<file path="config.mk">
export PLATFORM = sky130hd
export DESIGN_NAME = fp_result_packer
export DESIGN_NICKNAME = d
export VERILOG_FILES = /design/src/rtl/fp_pkg.sv /design/src/rtl/fp_half_rounder.sv /design/src/rtl/fp_result_packer.sv
export SDC_FILE = /design/constraint.sdc
export NUM_CORES = 1
export LEC_CHECK = 0
export BUFFER_PORTS_ARGS = -buffer_cell sky130_fd_sc_hd__buf_2
export CAP_MARGIN = 20
export CORE_ASPECT_RATIO = 1.25
export CORE_MARGIN = 5
export CORE_UTILIZATION = 55
export CTS_BUF_LIST = sky130_fd_sc_hd__clkbuf_2 sky130_fd_sc_hd__clkbuf_4 sky130_fd_sc_hd__clkbuf_8
export DETAILED_ROUTE_END_ITERATION = 10
export PLACE_DENSITY = 0.88
export SYNTH_ARGS = -nofsm -noshare
export SYNTH_HDL_FRONTEND = slang
export SYNTH_SLANG_ARGS = --single-unit
export TNS_END_PERCENT = 10
</file>
<file path="constraint.sdc">
create_clock -name clk -period 5.4 [get_ports clk]
set_input_delay 0 -clock clk [delete_from_list [all_inputs] [get_ports clk]]
set_output_delay 0 -clock clk [all_outputs]
set_load 0.05 [all_outputs]
</file>
<file path="src/rtl/fp_pkg.sv">
// Shared constants and state type for the FP divider result packer.
package fp_pkg;

    localparam int unsigned SP_BIAS = 127;
    localparam int unsigned HP_BIAS = 15;

    localparam logic [7:0]  SP_EXP_MAX = 8'hFF;
    localparam logic [4:0]  HP_EXP_MAX = 5'd31;

    localparam logic [15:0] HP_QNAN = 16'h7E00;
    localparam logic [15:0] HP_INF  = 16'h7C00;
    localparam logic [15:0] HP_MAX  = 16'h7BFF;
    localparam logic [31:0] SP_QNAN = 32'h7FC00000;
    localparam logic [31:0] SP_INF  = 32'h7F800000;
    localparam logic [31:0] SP_MAX  = 32'h7F7FFFFF;

    localparam logic RM_RNE = 1'b0;
    localparam logic RM_RTZ = 1'b1;

    typedef enum logic [1:0] {
        ST_IDLE  = 2'd0,
        ST_ROUND = 2'd1,
        ST_PACK  = 2'd2,
        ST_OUT   = 2'd3
    } state_t;

endpackage

</file>
<file path="src/rtl/fp_half_rounder.sv">
// Combinational 23->10 bit fraction rounder (RNE / RTZ) for half-precision results.
module fp_half_rounder
    import fp_pkg::*;
(
    input  logic [22:0] mant23,
    input  logic        inx_in,
    input  logic        round_mode,
    output logic [9:0]  frac10,
    output logic        carry,
    output logic        inexact
);

    logic [9:0]  keep;
    logic        guard;
    logic        sticky;
    logic        inc;
    logic [10:0] sum;

    assign keep    = mant23[22:13];
    assign guard   = mant23[12];
    assign sticky  = (|mant23[11:0]) | inx_in;
    assign inc     = (round_mode == RM_RNE) & guard & (sticky | keep[0]);
    assign sum     = {1'b0, keep} + {10'd0, inc};
    assign frac10  = sum[9:0];
    assign carry   = sum[10];
    assign inexact = guard | sticky;

endmodule

</file>
<file path="src/rtl/fp_result_packer.sv">
// Packs the divider's unpacked result into an IEEE-754 half/single word with flags.
// Optional FP_STICKY_FLAGS_EN adds flag_clr / sticky_flags accumulation.
module fp_result_packer
    import fp_pkg::*;
(
    input  logic        clk,
    input  logic        rst,
    input  logic        in_valid,
    output logic        in_ready,
    input  logic        mode_fp,
    input  logic        round_mode,
    input  logic        res_sign,
    input  logic [7:0]  res_exp,
    input  logic [22:0] res_mant,
    input  logic        ovf_in,
    input  logic        unf_in,
    input  logic        inx_in,
    output logic        out_valid,
    input  logic        out_ready,
    output logic [31:0] out_word,
    output logic [2:0]  out_flags
`ifdef FP_STICKY_FLAGS_EN
    ,
    input  logic        flag_clr,
    output logic [2:0]  sticky_flags
`endif
);

    state_t      state, state_nxt;

    logic        c_mode, c_rm, c_sign, c_ovf, c_unf, c_inx;
    logic [7:0]  c_exp;
    logic [22:0] c_mant;

    logic [9:0]  rnd_frac, r_frac;
    logic        rnd_carry, r_carry;
    logic        rnd_inx, r_hinx;

    logic [9:0]  h_adj;
    logic        is_nan, is_inf;
    logic [31:0] pk_word;
    logic [2:0]  pk_flags;

    fp_half_rounder u_rounder (
        .mant23     (c_mant),
        .inx_in     (c_inx),
        .round_mode (c_rm),
        .frac10     (rnd_frac),
        .carry      (rnd_carry),
        .inexact    (rnd_inx)
    );

    assign in_ready = (state == ST_IDLE);

    always_comb begin
        state_nxt = state;
        case (state)
            ST_IDLE:  if (in_valid) state_nxt = ST_ROUND;
            ST_ROUND: state_nxt = ST_PACK;
            ST_PACK:  state_nxt = ST_OUT;
            ST_OUT:   if (out_valid && out_ready) state_nxt = ST_IDLE;
            default:  state_nxt = ST_IDLE;
        endcase
    end

    // Half exponent rebiased from SP, including any rounding carry; signed 10-bit.
    assign h_adj  = {2'b00, c_exp} - 10'(SP_BIAS - HP_BIAS) + {9'd0, r_carry};
    assign is_nan = (c_exp == SP_EXP_MAX) && (c_mant != '0);
    assign is_inf = (c_exp == SP_EXP_MAX) && (c_mant == '0);

    always_comb begin
        pk_word  = '0;
        pk_flags = '0;
        if (is_nan) begin
            pk_word = c_mode ? SP_QNAN : {16'h0000, HP_QNAN};
        end else if (is_inf || c_ovf) begin
            pk_flags = 3'b101;
            pk_word  = c_mode ? {c_sign, (c_rm == RM_RTZ) ? SP_MAX[30:0] : SP_INF[30:0]}
                              : {16'h0000, c_sign, (c_rm == RM_RTZ) ? HP_MAX[14:0] : HP_INF[14:0]};
        end else if ((c_exp == '0) || c_unf) begin
            pk_flags = {1'b0, c_inx | c_unf, c_inx};
            pk_word  = c_mode ? {c_sign, 31'd0} : {16'h0000, c_sign, 15'd0};
        end else if (c_mode) begin
            pk_flags = {2'b00, c_inx};
            pk_word  = {c_sign, c_exp, c_mant};
        end else if ($signed(h_adj) >= $signed({5'd0, HP_EXP_MAX})) begin
            pk_flags = 3'b101;
            pk_word  = {16'h0000, c_sign, (c_rm == RM_RTZ) ? HP_MAX[14:0] : HP_INF[14:0]};
        end else if ($signed(h_adj) <= 0) begin
            pk_flags = 3'b011;
            pk_word  = {16'h0000, c_sign, 15'd0};
        end else begin
            pk_flags = {2'b00, r_hinx};
            pk_word  = {16'h0000, c_sign, h_adj[4:0], r_frac};
        end
    end

    always_ff @(posedge clk) begin
        if (rst) begin
            state     <= ST_IDLE;
            c_mode    <= 1'b0;
            c_rm      <= 1'b0;
            c_sign    <= 1'b0;
            c_exp     <= '0;
            c_mant    <= '0;
            c_ovf     <= 1'b0;
            c_unf     <= 1'b0;
            c_inx     <= 1'b0;
            r_frac    <= '0;
            r_carry   <= 1'b0;
            r_hinx    <= 1'b0;
            out_valid <= 1'b0;
            out_word  <= '0;
            out_flags <= '0;
        end else begin
            state <= state_nxt;
            case (state)
                ST_IDLE: if (in_valid) begin
                    c_mode <= mode_fp;
                    c_rm   <= round_mode;
                    c_sign <= res_sign;
                    c_exp  <= res_exp;
                    c_mant <= res_mant;
                    c_ovf  <= ovf_in;
                    c_unf  <= unf_in;
                    c_inx  <= inx_in;
                end
                ST_ROUND: begin
                    r_frac  <= rnd_frac;
                    r_carry <= rnd_carry;
                    r_hinx  <= rnd_inx;
                end
                ST_PACK: begin
                    out_word  <= pk_word;
                    out_flags <= pk_flags;
                end
                ST_OUT: out_valid <= !(out_valid && out_ready);
                default: ;
            endcase
        end
    end

`ifdef FP_STICKY_FLAGS_EN
    always_ff @(posedge clk) begin
        if (rst || flag_clr)
            sticky_flags <= '0;
        else if (out_valid && out_ready)
            sticky_flags <= sticky_flags | out_flags;
    end
`endif

endmodule

</file>
* Word-level counts from Yosys, hierarchy flattened
Cells that the tools add are included.
** Cells by class
- Reductions and logical operators :: 13
- Muxes and demuxes :: 20
- Equal/unequal tests :: 6
- Add/sub/neg operators :: 3
- $lt $le $gt $ge :: 2
- Bitwise operators :: 7
** Operators with widths (number)
- $mux 32 :: 6
- $mux 31 :: 1
- $mux 15 :: 2
- $mux 24 :: 1
- $logic_not 23->1 :: 1
- $reduce_bool 23->1 :: 1
- $mux 3 :: 5
- $reduce_or 12->1 :: 1
- $add 10x1->11 :: 1
- $mux 11 :: 1
- $add 9x2->10 :: 1
- $ge 10x6->1 const B :: 1
- $le 10x1->1 const B :: 1
- $sub 8x7->9 const B :: 1
- $eq 8x8->1 const B :: 1
- $logic_not 8->1 :: 1
- $pmux 2 s4 :: 1
- $mux 2 :: 3
- $eq 2x2->1 const B :: 2
- $ne 2x2->1 const B :: 2
- $or 1x1->1 :: 4
- $reduce_and 2->1 :: 2
- $logic_and 1x1->1 :: 3
- $and 1x1->1 :: 2
- 5 further kinds :: 6
** Storage, ports and cells
- Input bits :: 41
- Output and inout bits :: 37
- Word-level logic and storage cells :: 66
- Register bits after elaboration :: 87

* Logic depth before layout (Yosys ltp)
- Depth after elaboration :: 9
- Gate-level depth with buffers :: 10
- Mapped depth without buffers :: 10

* By module
Synthesis repeated with hierarchy kept, for this count alone.
** Second synthesis, totals
- Cell total of the unflattened synthesis :: 585
- Area, all modules :: 4574.4 um2
** By module, submodules not included
- fp_result_packer :: area each 4297.9 um2, cells each 548, instances 1, seq. area each 1741.7 um2
- fp_half_rounder :: area each 276.5 um2, cells each 37, instances 1, seq. area each 0.0 um2

* Worst setup path after synthesis
Ideal clock, no wire load.
- Path type :: reg2reg
- Start :: register c_exp[4]
- End :: register out_word[0]
- Setup time :: 0.095 ns
- Path buffers :: 1
- Arrival :: 2.578 ns
- Stages on the path, launching flop included :: 11
- Setup slack :: 2.727 ns
- Clock period less this slack :: 2.673 ns
- Required time :: 5.305 ns
- Cells stage by stage :: dfxtp_1 > inv_1 > ha_1 > and3b_1 > nand2_2 > or4_4 > and3_4 > buf_6 > nor4_4 > nand2_1 > a221oi_1
** On the way
- Word-level cells in the longest chain between the ends :: 9
- Elaborated cells on any way between the ends :: 16
- Classes of those cells :: add/sub: 2; order compare: 2; eq/ne: 1; mux: 6; reduce/logical: 5
** RTL lines
- start: declaration :: line fp_result_packer.sv:32 : logic [7:0] c_exp;
- start signal: assignment :: line fp_result_packer.sv:122 : c_exp <= res_exp;
- $sub 8x7->9 :: line fp_result_packer.sv:67 : assign h_adj = {2'b00, c_exp} - 10'(SP_BIAS - HP_BIAS) + {9'd0, r_carry};
- $add 9x2->10 :: line fp_result_packer.sv:67
- $le 10x1->1 :: line fp_result_packer.sv:89 : end else if ($signed(h_adj) <= 0) begin
- $mux 15 :: line fp_result_packer.sv:89
- $mux 15 :: line fp_result_packer.sv:86 : end else if ($signed(h_adj) >= $signed({5'd0, HP_EXP_MAX})) begin
- $mux 32 :: line fp_result_packer.sv:83 : end else if (c_mode) begin
- $mux 32 :: line fp_result_packer.sv:80 : end else if ((c_exp == '0) || c_unf) begin
- $mux 32 :: line fp_result_packer.sv:76 : end else if (is_inf || c_ovf) begin
- $mux 32 (*) :: line fp_result_packer.sv:74 : if (is_nan) begin
- end signal: assignment :: line fp_result_packer.sv:134 : out_word <= pk_word;
- end: declaration :: line fp_result_packer.sv:20 : output logic [31:0] out_word,
Every way passes the cells marked *; elsewhere a longest branch is shown, timed or not.
A chain may end at the register's enable or synchronous reset.

* Worst setup path in the final report
- Start :: register c_exp[4]
- End :: register out_word[14]
The elaborated chain is that of the path after synthesis.

==> flow_summary.json <==
{
  "ff2ff_path_depth": 8,
  "powerDensity_nw_per_um2": 409.2,
  "clock_sinks": 87,
  "syn_area_per_cell_um2": 8.040,
  "vdd_drop_max_v": 0.0002442,
  "fmax_ghz": 0.3293,
  "syn_nets": 583,
  "grt_overflow": 0,
  "p_clk_share_pct": 20.4,
  "p_leak_nw": 2.121,
  "die_y_um": 108.2,
  "htreeDepth": 3,
  "period_needed_ns": 3.036,
  "cp-end-kind": "register",
  "fin_nets": 682,
  "rsz0062_at_grt": "no",
  "fillers": 599,
  "drc": 0,
  "synthFlopType": "dfxtp_1",
  "dp_hpwl_mm": 8.141,
  "cp-start-kind": "register",
  "clk_latency_ns": 0.36,
  "drt_iter0_markers": 344,
  "insertedDiodeCount": 0,
  "hp-start": "in_valid",
  "grt_max_degree": 87,
  "path_common_cell": "o21ai_0",
  "ys_warn_count": 0,
  "start_util_pct": 57.03,
  "syn_inst": 528,
  "rr_endpoint": "out_word[14]",
  "place.gp.congestion": 0.9073,
  "post_dp_cell_area_um2": 4639,
  "grt_pass1_vias": 4093,
  "drive_gt1_share_pct": 17.88,
  "power.switching_mw": 0.9194,
  "seqPwrFrac_pct": 40.9,
  "cap_violations": 0,
  "grt_pass1_wl_mm": 20.20,
  "fin_area_um2": 5206,
  "clk_transition_reported_paths_ns": 0.09,
  "via_per_inst": 5.805,
  "first_pass_iters": 5,
  "slowest_delay_ns": 0.54,
  "worstPathArrival_ns": 3.28,
  "layout_commonest_cell": "nand2_1",
  "clock_skew_ns": 0.01228,
  "synth_cell_type_count": 56,
  "root_buffer": "clkbuf_8",
  "antenna_found_initial": 0,
  "synth.ff_latch_count": 87,
  "cts_hold_buf": 38,
  "hold_depth": 5,
  "netlist_area_um2": 4245,
  "clk_path_buf_depth": 2,
  "crit_chain": "ha_1 > nand4_1 > nor4_2 > o21ai_0 > buf_4 > o21ai_0 > nor4_1 > a221o_1",
  "ys_seq_area_share_pct": 41.03,
  "io_pins": 78,
  "whs_endpoint": "state[0]",
  "cp_top_family": "compound AO/OA/AOI/OAI gates",
  "critPathKind": "reg -> reg",
  "cts-resized-gates": 0,
  "async_flop_share_pct": 0,
  "reg2reg_slack_ns": 2.36,
  "path_buf_inv": 1,
  "coreArea_um2": 7445,
  "cts_setup_buffers": 0,
  "numPortBuffers": 77,
  "hold_class": "in -> reg",
  "layout_common_cells": "nand2_1 (117), dfxtp_1 (87), buf_2 (77)",
  "crit_fanout": 11,
  "cp_slowest_cell": "o21ai_0",
  "die_area_um2": 9587,
  "finalCritPeriodShare_pct": 56.23,
  "wire_per_inst_um": 16.93,
  "outcome": "complete, no violations",
  "setup-violations-final": 0,
  "synth-edff-count": 0,
  "area_delta_synth_final_pct": 22.63,
  "drtAntennaViolNets": 0,
  "cts_buffers": 9,
  "p_int_mw": 1.211,
  "vias": 4203,
  "crit_required_ns": 5.65,
  "drt-total-wl_mm": 12.26,
  "switching_share_pct": 43.15,
  "gr-usage-all-layers_pct": 26.98,
  "setup_tns_ns": 0,
  "r2r-start": "c_exp[4]",
  "rows": 35,
  "slew_violations": 0,
  "hold_violations": 0,
  "die_w_um": 88.58,
  "comb_power_share_pct": 38.7,
  "final_util_pct": 69.93,
  "worst_pin_slew_ns": 0.9867,
  "cts_tree": "yes",
  "slew_headroom_pct": 33.62
}
==> state kept, by name, summed over array words and instances, names as in the netlist <==
name,count
c_exp,8
c_inx,1
c_mant,23
c_mode,1
c_ovf,1
c_rm,1
c_sign,1
c_unf,1
out_flags,3
out_valid,1
out_word,32
r_carry,1
r_frac,10
r_hinx,1
state,2
==> metal layers <==
layer,share of wire (%),vias up,wire (um),global-route usage (%)
li1,-,2075,-,-
met1,42,1968,5180,33.38
met2,51,140,6223,46.47
met3,4.7,20,581,5.335
met4,2.2,0,270,8.747
met5,0,-,0,0
==> synthesized netlist by cell type, types with 5 or more instances <==
library cell | instances | area [um^2]
a211oi_1 | 11 | 82.58
a21o_1 | 10 | 75.07
a21oi_1 | 47 | 235.2
a221oi_1 | 18 | 157.7
a22oi_1 | 13 | 97.59
a31oi_1 | 5 | 31.28
buf_1 | 5 | 18.77
clkbuf_1 | 23 | 86.33
dfxtp_1 | 87 | 1742
ha_1 | 14 | 175.2
inv_1 | 15 | 56.30
mux2i_1 | 5 | 50.05
nand2_1 | 117 | 439.2
nand3_1 | 11 | 55.05
nand4_1 | 6 | 37.54
nor2_1 | 45 | 168.9
nor3_1 | 8 | 40.04
nor4_1 | 9 | 56.30
o21ai_0 | 19 | 95.09
xnor2_1 | 10 | 87.58
==> worst min-delay path, stage by stage <==
cell and delay [ns]:
buf_2 0.11, inv_1 0.05, a21oi_1 0.09, nor2_1 0.10, nor3_1 0.05
==> power groups by stage <==
stage	clock, mW	combinational (mW)	sequential [mW]
after floorplan	0	0.544	0.918
after global placement	0	0.770	0.878
after detailed placement	0	0.790	0.884
after CTS	0.437	0.814	0.869
after global routing	0.473	0.913	0.887
final	0.435	0.823	0.872
==> stage by stage <==
stage / worst slack (ns) / total power, mW / hold WS [ns] / cells
floorplan: 2.727 / 1.462 / 0.1360 / 528
global placement: 2.524 / 1.648 / 0.2397 / 670
detailed placement: 2.420 / 1.673 / 0.2474 / 670
CTS: 2.413 / 2.121 / 0.07832 / 724
global route: 2.079 / 2.273 / 0.1698 / 724
finish: 2.364 / 2.130 / 0.08693 / 724
==> kinds of logic after synthesis <==
family	synth area share [%]
fa+ha+maj	4.126
compound gates	22.99
flops	41.03
simple gates	22.64
mux	1.444
xor+xnor	2.888
buf+inv	4.892
==> how the worst max path moves through the flow <==
stage | startpoint | end | slack [ns] | cells after the start
after floorplan | c_exp[4] | out_word[0] | 2.73 | 10
after global placement | c_exp[4] | out_word[14] | 2.52 | 8
after detailed placement | c_exp[4] | out_word[14] | 2.42 | 8
after CTS | c_exp[4] | out_word[14] | 2.41 | 8
after global routing | c_exp[4] | out_word[14] | 2.08 | 8
final | c_exp[4] | out_word[14] | 2.36 | 8
==> cell type report <==
type / count / area, um^2 / area share, %
Multi-Input combinational cell: 393 / 2296 / 44.10
Clock buffer: 11 / 145.1 / 2.788
Tap cell: 92 / 115.1 / 2.211
Sequential cell: 87 / 1742 / 33.45
Clock inverter: 5 / 41.29 / 0.7931
Inverter: 15 / 56.30 / 1.081
Timing Repair Buffer: 121 / 810.8 / 15.57
No activity file was read; power rests on OpenSTA's default activity.
